### src/rtl/syzygy_adc_align_pkg.sv
// Shared types and default timing constants for the ADC capture-phase
// alignment block.
package syzygy_adc_align_pkg;

   localparam int DEF_DATA_WIDTH     = 14;
   localparam int DEF_NUM_STEPS      = 140;
   localparam int DEF_SETTLE_CYCLES  = 16;
   localparam int DEF_COMPARE_CYCLES = 64;
   localparam int DEF_PS_TIMEOUT     = 1024;

   typedef enum logic [3:0] {
      IDLE,
      WAIT_LOCK,
      SETTLE,
      COMPARE,
      STEP,
      WAIT_PS,
      EVAL,
      RETURN,
      DONE
   } align_state_e;

endpackage

### src/rtl/syzygy_adc_eye_tracker.sv
// Longest-passing-run tracker: follows the current run of passing phase
// steps and keeps the earliest longest run seen since the last clear.
module syzygy_adc_eye_tracker
   import syzygy_adc_align_pkg::*;
#(
   parameter int SW = $clog2(DEF_NUM_STEPS + 1)
) (
   input  logic          clk,
   input  logic          reset,
   input  logic          clear,
   input  logic          valid,
   input  logic          pass,
   input  logic [SW-1:0] step,
   output logic [SW-1:0] eye_start,
   output logic [SW-1:0] eye_width
);

   logic [SW-1:0] cur_start_q, cur_start_d;
   logic [SW-1:0] cur_len_q,   cur_len_d;
   logic [SW-1:0] eye_start_q, eye_start_d;
   logic [SW-1:0] eye_width_q, eye_width_d;
   logic [SW-1:0] run_start;
   logic [SW-1:0] run_len;

   // NOTE: every variable gets its hold value first so no path leaves it unassigned (no latch).
   always_comb begin
      cur_start_d = cur_start_q;
      cur_len_d   = cur_len_q;
      eye_start_d = eye_start_q;
      eye_width_d = eye_width_q;
      run_start   = (cur_len_q == '0) ? step : cur_start_q;
      run_len     = cur_len_q + 1'b1;
      if (clear) begin
         cur_start_d = '0;
         cur_len_d   = '0;
         eye_start_d = '0;
         eye_width_d = '0;
      end else if (valid) begin
         if (pass) begin
            cur_start_d = run_start;
            cur_len_d   = run_len;
            // Strictly longer only, so a tie keeps the earlier window.
            if (run_len > eye_width_q) begin
               eye_start_d = run_start;
               eye_width_d = run_len;
            end
         end else begin
            cur_len_d = '0;
         end
      end
   end

   // NOTE: state registers use non-blocking assignments so all flops update together at the edge.
   always_ff @(posedge clk or posedge reset) begin
      if (reset) begin
         cur_start_q <= '0;
         cur_len_q   <= '0;
         eye_start_q <= '0;
         eye_width_q <= '0;
      end else begin
         cur_start_q <= cur_start_d;
         cur_len_q   <= cur_len_d;
         eye_start_q <= eye_start_d;
         eye_width_q <= eye_width_d;
      end
   end

   assign eye_start = eye_start_q;
   assign eye_width = eye_width_q;

endmodule

### src/rtl/syzygy_adc_phase_align.sv
// Sweeps the MMCM dynamic phase across one DCO period, scores each step
// against the ADC test pattern, and parks the phase at the widest eye centre.
module syzygy_adc_phase_align
   import syzygy_adc_align_pkg::*;
#(
   parameter int DATA_WIDTH     = DEF_DATA_WIDTH,
   parameter int NUM_STEPS      = DEF_NUM_STEPS,
   parameter int SETTLE_CYCLES  = DEF_SETTLE_CYCLES,
   parameter int COMPARE_CYCLES = DEF_COMPARE_CYCLES,
   parameter int PS_TIMEOUT     = DEF_PS_TIMEOUT,
   parameter int SW             = $clog2(NUM_STEPS + 1)
) (
   input  logic                  clk,
   input  logic                  reset,
   input  logic                  start,
   input  logic                  mmcm_locked,
   input  logic [DATA_WIDTH-1:0] adc_data,
   input  logic [DATA_WIDTH-1:0] pattern,
   input  logic                  ps_done,
   output logic                  ps_en,
   output logic                  ps_incdec,
   output logic                  busy,
   output logic                  done,
   output logic                  error,
   output logic [SW-1:0]         eye_start,
   output logic [SW-1:0]         eye_width,
   output logic [SW-1:0]         phase_pos
);

   localparam int CNT_MAX = (SETTLE_CYCLES > COMPARE_CYCLES) ? SETTLE_CYCLES : COMPARE_CYCLES;
   localparam int CW      = $clog2(CNT_MAX + 1);
   localparam int TW      = $clog2(PS_TIMEOUT + 1);

   align_state_e  state_q, state_d;
   logic [CW-1:0] cnt_q, cnt_d;
   logic [TW-1:0] timer_q, timer_d;
   logic          match_q, match_d;
   logic [SW-1:0] phase_pos_q, phase_pos_d;
   logic [SW-1:0] target_q, target_d;
   logic          ps_en_q, ps_en_d;
   logic          ps_incdec_q, ps_incdec_d;
   logic          busy_q, busy_d;
   logic          done_q, done_d;
   logic          error_q, error_d;

   logic          trk_clear;
   logic          trk_valid;
   logic          trk_pass;
   logic          word_match;
   logic          lock_lost;

   assign word_match = (adc_data == pattern);
   assign lock_lost  = !mmcm_locked && !(state_q inside {IDLE, WAIT_LOCK, DONE});

   always_comb begin
      state_d     = state_q;
      cnt_d       = cnt_q;
      timer_d     = timer_q;
      match_d     = match_q;
      phase_pos_d = phase_pos_q;
      target_d    = target_q;
      ps_en_d     = 1'b0;
      ps_incdec_d = ps_incdec_q;
      busy_d      = busy_q;
      done_d      = done_q;
      error_d     = error_q;
      trk_clear   = 1'b0;
      trk_valid   = 1'b0;
      trk_pass    = 1'b0;

      case (state_q)
         IDLE, DONE: begin
            if (start) begin
               trk_clear = 1'b1;
               done_d    = 1'b0;
               error_d   = 1'b0;
               busy_d    = 1'b1;
               target_d  = '0;
               state_d   = WAIT_LOCK;
            end
         end
         WAIT_LOCK: begin
            if (mmcm_locked) begin
               cnt_d   = '0;
               state_d = SETTLE;
            end
         end
         SETTLE: begin
            if (cnt_q == CW'(SETTLE_CYCLES - 1)) begin
               cnt_d   = '0;
               match_d = 1'b1;
               state_d = COMPARE;
            end else begin
               cnt_d = cnt_q + 1'b1;
            end
         end
         COMPARE: begin
            if (cnt_q == CW'(COMPARE_CYCLES - 1)) begin
               trk_valid = 1'b1;
               trk_pass  = match_q && word_match;
               state_d   = (phase_pos_q < SW'(NUM_STEPS - 1)) ? STEP : EVAL;
            end else begin
               cnt_d   = cnt_q + 1'b1;
               match_d = match_q && word_match;
            end
         end
         STEP: begin
            ps_en_d     = 1'b1;
            ps_incdec_d = 1'b1;
            timer_d     = '0;
            state_d     = WAIT_PS;
         end
         WAIT_PS: begin
            // ps_done takes priority over a timeout expiring in the same cycle.
            if (ps_done) begin
               phase_pos_d = ps_incdec_q ? phase_pos_q + 1'b1 : phase_pos_q - 1'b1;
               cnt_d       = '0;
               state_d     = ps_incdec_q ? SETTLE : RETURN;
            end else if (timer_q == TW'(PS_TIMEOUT - 1)) begin
               error_d = 1'b1;
               done_d  = 1'b1;
               busy_d  = 1'b0;
               state_d = DONE;
            end else begin
               timer_d = timer_q + 1'b1;
            end
         end
         EVAL: begin
            if (eye_width != '0) begin
               target_d = eye_start + ((eye_width - 1'b1) >> 1);
            end else begin
               target_d = '0;
               error_d  = 1'b1;
            end
            state_d = RETURN;
         end
         RETURN: begin
            if (phase_pos_q == target_q) begin
               done_d  = 1'b1;
               busy_d  = 1'b0;
               state_d = DONE;
            end else begin
               ps_en_d     = 1'b1;
               ps_incdec_d = 1'b0;
               timer_d     = '0;
               state_d     = WAIT_PS;
            end
         end
         default: state_d = IDLE;
      endcase

      // Lock loss abandons the run with no return sweep; a phase step that
      // completes in this same cycle is still reflected in phase_pos.
      if (lock_lost) begin
         ps_en_d   = 1'b0;
         trk_valid = 1'b0;
         error_d   = 1'b1;
         done_d    = 1'b1;
         busy_d    = 1'b0;
         state_d   = DONE;
      end
   end

   always_ff @(posedge clk or posedge reset) begin
      if (reset) begin
         state_q     <= IDLE;
         cnt_q       <= '0;
         timer_q     <= '0;
         match_q     <= 1'b0;
         phase_pos_q <= '0;
         target_q    <= '0;
         ps_en_q     <= 1'b0;
         ps_incdec_q <= 1'b0;
         busy_q      <= 1'b0;
         done_q      <= 1'b0;
         error_q     <= 1'b0;
      end else begin
         state_q     <= state_d;
         cnt_q       <= cnt_d;
         timer_q     <= timer_d;
         match_q     <= match_d;
         phase_pos_q <= phase_pos_d;
         target_q    <= target_d;
         ps_en_q     <= ps_en_d;
         ps_incdec_q <= ps_incdec_d;
         busy_q      <= busy_d;
         done_q      <= done_d;
         error_q     <= error_d;
      end
   end

   syzygy_adc_eye_tracker #(
      .SW (SW)
   ) u_eye_tracker (
      .clk       (clk),
      .reset     (reset),
      .clear     (trk_clear),
      .valid     (trk_valid),
      .pass      (trk_pass),
      .step      (phase_pos_q),
      .eye_start (eye_start),
      .eye_width (eye_width)
   );

   assign ps_en     = ps_en_q;
   assign ps_incdec = ps_incdec_q;
   assign busy      = busy_q;
   assign done      = done_q;
   assign error     = error_q;
   assign phase_pos = phase_pos_q;

endmodule

### config.mk
export PLATFORM = sky130hd
export DESIGN_NAME = syzygy_adc_phase_align
export DESIGN_NICKNAME = d
export VERILOG_FILES = /design/src/rtl/syzygy_adc_align_pkg.sv /design/src/rtl/syzygy_adc_eye_tracker.sv /design/src/rtl/syzygy_adc_phase_align.sv
export SDC_FILE = /design/constraint.sdc
export NUM_CORES = 1
export LEC_CHECK = 0
export BUFFER_PORTS_ARGS = -buffer_cell sky130_fd_sc_hd__buf_2
export CAP_MARGIN = 15
export CORE_UTILIZATION = 48
export CTS_CLUSTER_DIAMETER = 120
export DETAILED_ROUTE_END_ITERATION = 8
export PLACE_DENSITY = 0.79
export SLEW_MARGIN = 20
export SYNTH_ARGS = -nofsm -noshare
export SYNTH_HDL_FRONTEND = slang
export SYNTH_HIERARCHICAL = 1
export SYNTH_SLANG_ARGS = --single-unit
export TNS_END_PERCENT = 20
### constraint.sdc
create_clock -name clk -period 7.7 [get_ports clk]
set_input_delay 0.385 -clock clk [delete_from_list [all_inputs] [get_ports clk]]
set_output_delay 0.385 -clock clk [all_outputs]
set_load 0.02 [all_outputs]
-- Word-level counts from Yosys, hierarchy flattened
Cells that the tools add are included.
- multiplexer cells: 69
- equal/unequal tests: 30
- magnitude comparators: 2
- reduce and logical (&&, ||, !) cells: 30
- add/sub/neg operators: 7
- operators with widths (operator ; number):
    2-to-1 mux 8 bit ; 18
    2-to-1 mux 11 bit ; 3
    one-hot mux 11 bit (3 select lines) ; 1
    2-to-1 mux 4 bit ; 8
    one-hot mux 4 bit (8 select lines) ; 1
    2-to-1 mux 7 bit ; 4
    one-hot mux 7 bit (4 select lines) ; 1
    2-to-1 mux 1 bit ; 24
    != test 3 bit (second input constant) ; 8
    adder 8 x 1 -> 8 bit (second input constant) ; 2
    equality test 4 x 3 -> 1 bit (second input constant) ; 4
    != test 2 bit (second input constant) ; 8
    one-hot mux 8 bit (2 select lines) ; 1
    subtractor 8 x 1 -> 8 bit (second input constant) ; 2
    AND reduction 5 bit ; 3
    equality test 14 bit ; 1
    nonzero test 2 bit ; 6
    nonzero test 4 bit ; 3
    adder 11 x 1 -> 11 bit (second input constant) ; 1
    equality test 11 x 10 -> 1 bit (second input constant) ; 1
    one-hot mux 1 bit (3 select lines) ; 3
    adder 8 x 7 -> 8 bit ; 1
    equality test 4 x 2 -> 1 bit (second input constant) ; 2
    equality test 8 bit ; 1
    21 further kinds ; 31
- bits of input ports: 33
- word-level logic and storage cells: 153
- register bits after elaboration: 76
- output and inout port bits: 29

-- Depth between registers and ports, before layout
Gate-level depths: netlist of the first run.
- depth after elaboration: 7
- mapped depth: 11
- gate-level depth less buffers: 11

-- Cells and area by module
Netlist of the first run, hierarchy kept.
- modules (own cells, without submodules) (module ; sequential area each (µm²) ; cells each ; area each (µm²) ; instances):
    syzygy_adc_phase_align ; 1101.1 ; 388 ; 3374.5 ; 1
    syzygy_adc_eye_tracker ; 800.8 ; 210 ; 1953.1 ; 1

-- Worst setup path before layout of the first run
No wires, ideal clock.
- path type: reg-to-reg
- from: register u_eye_tracker.cur_len_q[2]
- to: register u_eye_tracker.eye_start_q[0] (netlist: u_eye_tracker/eye_start[0])
- clock period less this slack: 2830 ps
- buffers on the path: 2
- library setup time: 125 ps
- path slack: 4870 ps
- arrival: 2705 ps
- required time: 7575 ps
- stages on the path, launching flop included: 11
- path through: dfrtp_1 clkbuf_1 nand4_1 o21a_1 or2_2 ha_1 a21oi_1 o21ai_0 o2111ai_1 buf_4 mux2_2
- word-level cells in the longest chain between the ends: 6
- elaborated cells between the ends (all ways): 10
- those cells by class: add/sub (1); order compare (1); mux (5); reduce/logical (3)
- RTL lines (item ; RTL line ; text):
    start: declaration ; syzygy_adc_eye_tracker.sv:19 ; logic [SW-1:0] cur_len_q, cur_len_d;
    start signal: assignment ; syzygy_adc_eye_tracker.sv:62 ; cur_len_q <= cur_len_d;
    branches (longest 6 deep; another with adder 8 x 1 -> 8 bit) ; -- ;
    end signal: assignment ; syzygy_adc_eye_tracker.sv:63 ; eye_start_q <= eye_start_d;
    end: declaration ; syzygy_adc_eye_tracker.sv:20 ; logic [SW-1:0] eye_start_q, eye_start_d;
Parallel ways; which one is timed is not known. The select of a mux whose other input is x is not followed.
A chain may end at the register's enable or synchronous reset.

-- Final worst setup path of the first run
- from: register state_q[1]
- to: register u_eye_tracker.eye_start_q[7] (netlist: u_eye_tracker/eye_start[7])
- word-level cells in the longest chain between the ends: 7
- elaborated cells between the ends (all ways): 17
- those cells by class: eq/ne (3); mux (5); reduce/logical (9)
- RTL lines (item ; RTL line ; text):
    start: declaration ; syzygy_adc_phase_align.sv:34 ; align_state_e state_q, state_d;
    start signal: assignment ; syzygy_adc_phase_align.sv:178 ; state_q <= state_d;
    equality test 4 x 1 -> 1 bit (tied with other cells) ; syzygy_adc_phase_align.sv:53 ; assign lock_lost = !mmcm_locked && !(state_q inside {IDLE, WAIT_LOCK, DONE});
    nonzero test 3 bit ; syzygy_adc_phase_align.sv:53 ;
    zero test 1 bit ; syzygy_adc_phase_align.sv:53 ;
    logical AND 1 bit ; syzygy_adc_phase_align.sv:53 ;
    2-to-1 mux 1 bit (*) ; syzygy_adc_phase_align.sv:154 ; if (lock_lost) begin
    named net trk_valid ; syzygy_adc_phase_align.sv:47 ; logic trk_valid;
    nonzero test 2 bit (no source line) (*) ; -- ;
    AND reduction 3 bit (no source line) (*) ; -- ;
The timed path passes the listed nets; every way through them passes the cells marked *.

==> results_tabular.tex, run 1 <==
\begin{tabular}{lr}
\hline
Metric & Value \\
\hline
\multicolumn{2}{l}{\textbf{STA}} \\
TNS Setup & 0 ps \\
Final setup violation count & 0 \\
Slew at the pin closest to its max-slew limit & 745 ps \\
Final slew viol count & 0 \\
Max-Slew Margin vs Limit & 0.503 \\
Portion of the clock cycle consumed by the worst path in the final layout & 0.389 \\
Hold Vio Cnt, Final & 0 \\
Setup repair after global routing missed its margin & no \\
Final Critical Period & 3000 ps \\
PnR worst setup slack & 4700 ps \\
Setup skew after layout & approximately 14 ps \\
Achievable Freq & $\sim$330 MHz \\
\multicolumn{2}{l}{\textbf{CTS}} \\
Clock-pin slew of the registers on the worst-case setup and hold paths & 80 ps \\
Count of H-tree levels built during CTS & 3 \\
Cell chosen for the clock root & sky130\_fd\_sc\_hd\_\_clkbuf\_8 \\
Total clock buffers created by CTS & 9 \\
Clock tree sinks & 76 \\
Setup bufs post-CTS & 0 \\
Source-to-sink clock delay at the later pin of the worst-skew pair & 360 ps \\
Hold buffers post-CTS & 0 \\
Maximum buffer depth of the clock tree & 2 \\
TritonCTS clock tree & yes \\
Cts repair resizes & 0 \\
\multicolumn{2}{l}{\textbf{Critical path}} \\
Setup slack of the most critical reg-to-reg path & 4700 ps \\
Crit path required time & 7950 ps \\
Crit Path Max Fanout & 15 \\
Path depth of the worst reg2reg path & 8 \\
Worst flop-to-flop path endpoint & u\_eye\_tracker/eye\_start[7] \\
Worst setup SP type & register \\
Category of the critical setup timing path & register to register \\
Data arrival at the endpoint of the critical path & between 3000 and 4000 ps \\
R2r startpoint & state\_q[1] \\
CP endpoint kind & register \\
\multicolumn{2}{l}{\textbf{Route}} \\
Total Wirelength & $\sim$13000 µm \\
Antenna violation net count after detailed routing & 0 \\
Number of violations reported at the end of detailed-routing iteration 0 & about 340 \\
Average via count per standard cell & roughly 6 \\
Average wire per cell in the routed design & roughly 16 µm \\
Via Count & 4673 \\
Final routed DRC violation total & 0 \\
Pre-Repair DR Iteration Count & 5 \\
\multicolumn{2}{l}{\textbf{Global routing}} \\
Pin count of the biggest net entering global routing & 45 \\
GRT Residual Overflow & 0 \\
Global-route wire length before repair & between 20000 and 25000 µm \\
Global-route usage over all layers & 0.231 \\
Initial antenna violation count & 0 \\
Vias in the first global route & 4289 \\
\multicolumn{2}{l}{\textbf{Die}} \\
Die extent in y & about 110 µm \\
I/O pins & 62 \\
Die span in x & approximately 110 µm \\
Full die area & about 12000 µm² \\
Initial Util & 0.491 \\
Num rows & 38 \\
Core box area & approximately 11000 µm² \\
\multicolumn{2}{l}{\textbf{Power}} \\
Clock power frac & 0.179 \\
Power dissipated by switching net loads & 0.634 mW \\
Proportion of power drawn by flip-flops and latches & 0.393 \\
Sw Ratio & 0.434 \\
Power density over the cells & $\sim$250 nW/µm² \\
Share of total power in combinational logic & 0.428 \\
Leakage dissipation & approximately 2.8 nW \\
Peak supply drop & between 150 and 200 µV \\
Power Internal & around 0.83 mW \\
\multicolumn{2}{l}{\textbf{Outcome}} \\
Outcome & completed \\
\multicolumn{2}{l}{\textbf{Yosys}} \\
Async set or reset register ratio after synthesis & 1.00 \\
Mean cell area of the mapped netlist & around 8.9 µm² \\
Fraction of the yosys area taken by sequential cells & 0.357 \\
EDFF count, synth & 0 \\
Syn Inst Count & 598 \\
Number of library cell types mapped by synthesis & 76 \\
Flop and latch count out of synthesis & 76 \\
Synthesized netlist net count & between 600 and 700 \\
Predominant post-synthesis flop cell & sky130\_fd\_sc\_hd\_\_dfrtp\_1 \\
Synthesized area & around 5300 µm² \\
Synth Warn \# & 6 \\
\multicolumn{2}{l}{\textbf{Placement}} \\
Number of buffers inserted by port buffering & 61 \\
Final weighted congestion in routability-driven placement & just under 0.9 \\
Detail Placement HPWL & 9310 µm \\
Worst setup slack after placement & about 4800 ps \\
\multicolumn{2}{l}{\textbf{Final layout}} \\
Proportion of layout cells with a drive suffix above 1 & 0.165 \\
Count of fill cells added during filler insertion & between 900 and 1000 \\
Nets & just over 700 \\
Antenna cells & 0 \\
Area delta synth->final & 10.5\% \\
Utilization of the core after routing & 0.543 \\
\multicolumn{2}{l}{\textbf{Job}} \\
Max capacitance violation total & 0 \\
\multicolumn{2}{l}{\textbf{Worst hold path}} \\
Tightest Hold Check Type & input port to asynchronous set/reset pin \\
\hline
\end{tabular}
## area by class of cell
cell class / count / area, µm² / share of cell area
well taps: 140 / 175 / 0.0298
multi-input cells: 462 / 3170 / 0.539
flip-flops and latches: 76 / 1900 / 0.323
repair buffers: 65 / 335 / 0.0570
inverters: 38 / 143 / 0.0242
clock buffers: 10 / 128 / 0.0217
clock inverters: 5 / 30.0 / 0.00510
## critical path, cell delays in order (launching register included)
cell and delay, ps:
sky130_fd_sc_hd__dfrtp_1 610, sky130_fd_sc_hd__inv_1 190, sky130_fd_sc_hd__nor3_2 460, sky130_fd_sc_hd__nand3_1 140, sky130_fd_sc_hd__nor2_1 290, sky130_fd_sc_hd__and2_1 460
sky130_fd_sc_hd__o2111ai_1 190, sky130_fd_sc_hd__buf_4 240, sky130_fd_sc_hd__mux2_2 290
## worst max-delay path by stage
stage	start	to	slack, ps	cells after the start
after detailed placement	state_q[1]	u_eye_tracker/eye_start[7]	4760	8
after floorplan	u_eye_tracker/cur_len_q[2]	u_eye_tracker/eye_start[0]	4870	10
after global routing	state_q[1]	u_eye_tracker/eye_start[2]	4500	8
after global placement	state_q[1]	u_eye_tracker/eye_start[5]	4890	8
after CTS	state_q[1]	u_eye_tracker/eye_start[7]	4730	8
final	state_q[1]	u_eye_tracker/eye_start[7]	4700	8
## Yosys cell counts, types with 12 or more instances
cell type,n,area share
sky130_fd_sc_hd__nor2_1,41,0.029
sky130_fd_sc_hd__nand3_1,25,0.023
sky130_fd_sc_hd__ha_1,27,0.063
sky130_fd_sc_hd__a21oi_1,36,0.034
sky130_fd_sc_hd__inv_1,38,0.027
sky130_fd_sc_hd__xor2_1,12,0.020
sky130_fd_sc_hd__o21ai_0,39,0.037
sky130_fd_sc_hd__nand4_1,12,0.014
sky130_fd_sc_hd__mux2i_1,16,0.030
sky130_fd_sc_hd__nor2b_1,13,0.015
sky130_fd_sc_hd__nand2_1,48,0.034
sky130_fd_sc_hd__nor3_1,12,0.011
sky130_fd_sc_hd__xnor2_1,32,0.053
sky130_fd_sc_hd__dfrtp_1,76,0.36
## cell usage in the layout (no fill, tap or decap), types with 5 or more instances in the layout
| master | instances |
|---|---|
| sky130_fd_sc_hd__o21a_1 | 5 |
| sky130_fd_sc_hd__clkbuf_8 | 9 |
| sky130_fd_sc_hd__nand2_1 | 48 |
| sky130_fd_sc_hd__dfrtp_1 | 76 |
| sky130_fd_sc_hd__xnor2_1 | 32 |
| sky130_fd_sc_hd__o21ai_0 | 39 |
| sky130_fd_sc_hd__nand2b_1 | 5 |
| sky130_fd_sc_hd__nor3_1 | 12 |
| sky130_fd_sc_hd__mux2i_1 | 16 |
| sky130_fd_sc_hd__nand4_1 | 12 |
| sky130_fd_sc_hd__nand3_1 | 25 |
| sky130_fd_sc_hd__a21oi_1 | 36 |
| sky130_fd_sc_hd__a21o_1 | 6 |
| sky130_fd_sc_hd__buf_2 | 61 |
| sky130_fd_sc_hd__mux2_2 | 10 |
| sky130_fd_sc_hd__xor2_1 | 12 |
| sky130_fd_sc_hd__a31oi_1 | 11 |
| sky130_fd_sc_hd__ha_1 | 27 |
| sky130_fd_sc_hd__nor3b_1 | 5 |
| sky130_fd_sc_hd__nor2_1 | 41 |
| sky130_fd_sc_hd__inv_1 | 37 |
| sky130_fd_sc_hd__o31ai_1 | 5 |
| sky130_fd_sc_hd__and3_1 | 11 |
| sky130_fd_sc_hd__o21ai_1 | 9 |
| sky130_fd_sc_hd__nor2b_1 | 13 |
## stage by stage
stage	power (mW)	instances	hold slack, ps	area [µm²]
2_1_floorplan	1.04	598	449	5330
3_3_place_gp	1.17	781	470	5730
3_5_place_dp	1.20	781	478	5730
4_1_cts	1.46	796	112	5890
5_1_grt	1.57	796	141	5890
6_report	1.46	796	111	5890
## power by group through the flow
stage	registers [mW]	clock network, mW	logic, mW
6_report	0.574	0.262	0.625
5_1_grt	0.587	0.285	0.701
4_1_cts	0.571	0.268	0.624
3_5_place_dp	0.579	0	0.622
3_3_place_gp	0.575	0	0.599
2_1_floorplan	0.561	0	0.478
## logic make-up (layout without fill, tap and decap cells)
family	count (synthesis)	in the layout	share of synthesized area
flip-flops	76	76	0.357
AO/OA/AOI/OAI	152	152	0.183
multiplexers	27	27	0.0533
AND/OR/NAND/NOR	210	210	0.216
XOR/XNOR	44	44	0.0723
adder cells (fa/ha/maj)	29	29	0.0709
buffers and inverters	60	118	0.0472
## layer usage
metal / wire, µm / global-route usage / part of all wire
met1: 6090 / 0.331 / 0.48
met3: 718 / 0.0430 / 0.057
met5: 0 / 0 / 0
met4: 269 / 0.0910 / 0.021
met2: 5510 / 0.342 / 0.44
## state kept, by name (all words and copies together), names as in the netlist
register,cells
u_eye_tracker/eye_width,8
target_q,8
ps_incdec,1
error,1
done,1
cnt_q,7
u_eye_tracker/eye_start,8
timer_q,11
match_q,1
busy,1
phase_pos,8
ps_en,1
state_q,4
u_eye_tracker/cur_len_q,8
u_eye_tracker/cur_start_q,8
(Power assumes the default switching activity.)
==> inputs of run 2 (changes only) <==
PLACE_DENSITY = 0.81   (was 0.79)
clock period = 2.5 ns   (was 7.7 ns; I/O delays follow)
==> run 2 against run 1 <==
- the run now ends with setup timing left
- sequential cell count did not move
- non-clock buffer count rose by 46
- design area rose by 12%
- core utilization rose by 6.3 points
- sequential share of layout area fell by 3.3 points
- total power rose to 3.5 times the previous value
- register-to-register slack got worse by 4800 ps
- clock power rose to 4.7 times the previous value
- hold slack got worse by 13 ps
- via count rose by 7.3%
- first-iteration DRC count rose by 7.0%
- critical endpoint is now u_eye_tracker/eye_width[7]
- largest cell class unchanged
==> results_tabular.tex, run 2 (synthesized netlist as in run 1, its figures left out) <==
\begin{tabular}{lr}
\hline
Metric & Value \\
\hline
\multicolumn{2}{l}{\textbf{Die}} \\
Num rows & 38 (unchanged) \\
I/O pins & 62 (unchanged) \\
Die span in x & 107 µm (unchanged) \\
Die extent in y & 107 µm (unchanged) \\
Full die area & 11500 µm² (unchanged) \\
Core box area & 10800 µm² (unchanged) \\
Initial Util & 0.491 (unchanged) \\
\multicolumn{2}{l}{\textbf{Power}} \\
Sw Ratio & 0.396 (-0.0379) \\
Clock power frac & 0.241 (+0.062) \\
Proportion of power drawn by flip-flops and latches & 0.317 (-0.076) \\
Power dissipated by switching net loads & 2.02 mW (+220\%) \\
Peak supply drop & 626 µV (+290\%) \\
Share of total power in combinational logic & 0.442 (+0.014) \\
Power density over the cells & 777 nW/µm² (+210\%) \\
Leakage dissipation & 3.10 nW (+11\%) \\
Power Internal & 3.08 mW (+270\%) \\
\multicolumn{2}{l}{\textbf{Final layout}} \\
Most flop-heavy register & timer\_q \\
Count of fill cells added during filler insertion & 874 (-10\%) \\
Filler-free cell count of the finished design & 844 (+6.0\%) \\
Antenna cells & 0 (unchanged) \\
Flip-flop count of the largest register, all copies and words added & 11 (unchanged) \\
Nets & 761 (+6.6\%) \\
Utilization of the core after routing & 0.606 (+0.0627) \\
Commonest cells after routing, fill and taps aside & sky130\_fd\_sc\_hd\_\_dfrtp\_1, sky130\_fd\_sc\_hd\_\_buf\_2, sky130\_fd\_sc\_hd\_\_nand2\_1, sky130\_fd\_sc\_hd\_\_buf\_4, sky130\_fd\_sc\_hd\_\_nor2\_1 \\
Area delta synth->final & 23.3\% \\
Proportion of layout cells with a drive suffix above 1 & 0.254 (+0.0896) \\
Final standard cell area without fillers & 6570 µm² (+12\%) \\
Most common cell after layout, fill and taps aside & sky130\_fd\_sc\_hd\_\_dfrtp\_1 \\
\multicolumn{2}{l}{\textbf{Critical path}} \\
Slowest cell on crit path & sky130\_fd\_sc\_hd\_\_or3\_4 \\
R2r startpoint & u\_eye\_tracker/cur\_len\_q[0] \\
CP endpoint kind & register \\
Top cell by count, worst path & sky130\_fd\_sc\_hd\_\_ha\_1 \\
Worst flop-to-flop path endpoint & u\_eye\_tracker/eye\_width[7] \\
Category of the critical setup timing path & register to register \\
Number of buffers and inverters on the critical path & 3 (+1) \\
Crit path required time & 2770 ps (-5180 ps) \\
Delay-heaviest family, CP & adder cells \\
Crit Path Max Fanout & 6 (-9) \\
Path depth of the worst reg2reg path & 9 (+1) \\
Sequence of cells on the critical path & buf\_4, inv\_1, ha\_1, ha\_1, nand3\_2, or3\_4, o2111ai\_4, buf\_6, mux2i\_2 \\
Peak per-stage delay on the critical path & 450 ps (-160 ps) \\
Setup slack of the most critical reg-to-reg path & -80 ps (-4780 ps) \\
Data arrival at the endpoint of the critical path & 2850 ps (-390 ps) \\
Worst setup SP type & register \\
\multicolumn{2}{l}{\textbf{STA}} \\
Portion of the clock cycle consumed by the worst path in the final layout & 1.03 (+0.643) \\
Slew at the pin closest to its max-slew limit & 700 ps (-44.8 ps) \\
Final Critical Period & 2580 ps (-416 ps) \\
Setup repair after global routing missed its margin & yes \\
Setup skew after layout & 13.1 ps (-0.763 ps) \\
Achievable Freq & 388 MHz (+16\%) \\
PnR worst setup slack & -79.4 ps (-4780 ps) \\
Hold Vio Cnt, Final & 0 (unchanged) \\
Final slew viol count & 0 (unchanged) \\
Worst slack on hold paths & 97.1 ps (-13.4 ps) \\
Max-Slew Margin vs Limit & 0.533 (+0.0294) \\
Final setup violation count & 11 (+11) \\
\multicolumn{2}{l}{\textbf{Placement}} \\
Number of buffers inserted by port buffering & 61 (unchanged) \\
Post-Place Cells & 824 (+5.5\%) \\
Final weighted congestion in routability-driven placement & 0.983 (+13\%) \\
Detail Placement HPWL & 10200 µm (+10\%) \\
Placed standard-cell area & 6140 µm² (+7.2\%) \\
\multicolumn{2}{l}{\textbf{Worst hold path}} \\
Worst-case hold path end point & state\_q[3] \\
Tightest Hold Check Type & input port to register \\
Critical hold path startpoint & start \\
Hold Path Cell Cnt & 3 \\
\multicolumn{2}{l}{\textbf{Global routing}} \\
Initial antenna violation count & 0 (unchanged) \\
Pin count of the biggest net entering global routing & 27 (-40\%) \\
Vias in the first global route & 4914 (+15\%) \\
GRT Residual Overflow & 0 (unchanged) \\
Global-route wire length before repair & 22700 µm (+9.2\%) \\
Global-route usage over all layers & 0.249 (+0.0184) \\
\multicolumn{2}{l}{\textbf{Route}} \\
Via Count & 5012 (+7.3\%) \\
Total Wirelength & 14200 µm (+13\%) \\
Pre-Repair DR Iteration Count & 6 (+1) \\
Number of violations reported at the end of detailed-routing iteration 0 & 368 (+7.0\%) \\
Final routed DRC violation total & 0 (unchanged) \\
Antenna violation net count after detailed routing & 0 (unchanged) \\
Average via count per standard cell & 5.94 (+1.2\%) \\
Average wire per cell in the routed design & 16.9 µm (+6.5\%) \\
\multicolumn{2}{l}{\textbf{CTS}} \\
Total clock buffers created by CTS & 9 (unchanged) \\
Cell chosen for the clock root & sky130\_fd\_sc\_hd\_\_clkbuf\_8 \\
Maximum buffer depth of the clock tree & 2 (unchanged) \\
Count of H-tree levels built during CTS & 3 (unchanged) \\
Clock-pin slew of the registers on the worst-case setup and hold paths & 90 ps (about the same) \\
TritonCTS clock tree & yes \\
Source-to-sink clock delay at the later pin of the worst-skew pair & 360 ps (about the same) \\
Clock tree sinks & 76 (unchanged) \\
\multicolumn{2}{l}{\textbf{Outcome}} \\
Outcome & finished with violations \\
Failing checks & setup timing \\
\multicolumn{2}{l}{\textbf{Job}} \\
Max capacitance violation total & 0 (unchanged) \\
\hline
\end{tabular}
[run 2: worst max path at each step]
stage,start,end,cells after the start
after floorplan,u_eye_tracker/cur_len_q[3],u_eye_tracker/eye_start[0],10
after global placement,u_eye_tracker/cur_len_q[2],u_eye_tracker/eye_start[5],8
after detailed placement,u_eye_tracker/cur_len_q[2],u_eye_tracker/eye_width[3],9
after CTS,u_eye_tracker/cur_len_q[3],u_eye_tracker/eye_start[0],9
after global routing,u_eye_tracker/cur_len_q[0],u_eye_tracker/eye_width[7],9
final,u_eye_tracker/cur_len_q[0],u_eye_tracker/eye_width[7],9
[run 2: stage by stage]
step	setup WS (ps)	setup TNS [ps]	total power [mW]
2_1_floorplan	-59.8	-299	3.20
3_3_place_gp	-69.4	-628	3.77
3_5_place_dp	-192	-1840	3.87
4_1_cts	4.00	0	5.11
5_1_grt	-154	-1300	5.44
6_report	-79.4	-282	5.10
[run 2: power groups by stage]
stage / clock [mW] / combinational [mW] / sequential, mW
global route: 1.30 / 2.50 / 1.64
CTS: 1.24 / 2.25 / 1.61
floorplan: 0 / 1.47 / 1.73
finish: 1.23 / 2.26 / 1.62
detailed placement: 0 / 2.23 / 1.64
global placement: 0 / 2.14 / 1.63
[run 2: tightest hold or removal path, cell delays in order]
cell and delay (ps):
sky130_fd_sc_hd__buf_2 110, sky130_fd_sc_hd__nand3b_1 110, sky130_fd_sc_hd__nand2_1 60
[run 2: area by class of cell]
type	instances	area, µm²	share of cell area
clock inverter	5	125	0.0191
multi-input combinational	463	3400	0.517
inverter	38	143	0.0217
clock buffer	11	131	0.0200
tap	140	175	0.0267
sequential	76	1900	0.290
timing repair buffer	111	691	0.105
[run 2: metal layers]
metal  up-vias  GRT usage  wire, µm
met1      2421      0.313      6060
met2       186      0.412      7040
met3        44     0.0345       714
met5         -          0         0
met4         0      0.137       408
li1       2361          -         -
[run 2: what timing repair did]
| action | 4_1_cts | 5_1_grt |
|---|---|---|
| gates resized for setup | 8 | 19 |
| gates cloned | 1 | 0 |
| hold buffers | 1 | 0 |
| pin swaps | 1 | 10 |
| setup endpoints to repair | 14 | 26 |
| setup buffers | 1 | 1 |
| endpoints found under the hold margin | 34 | 0 |
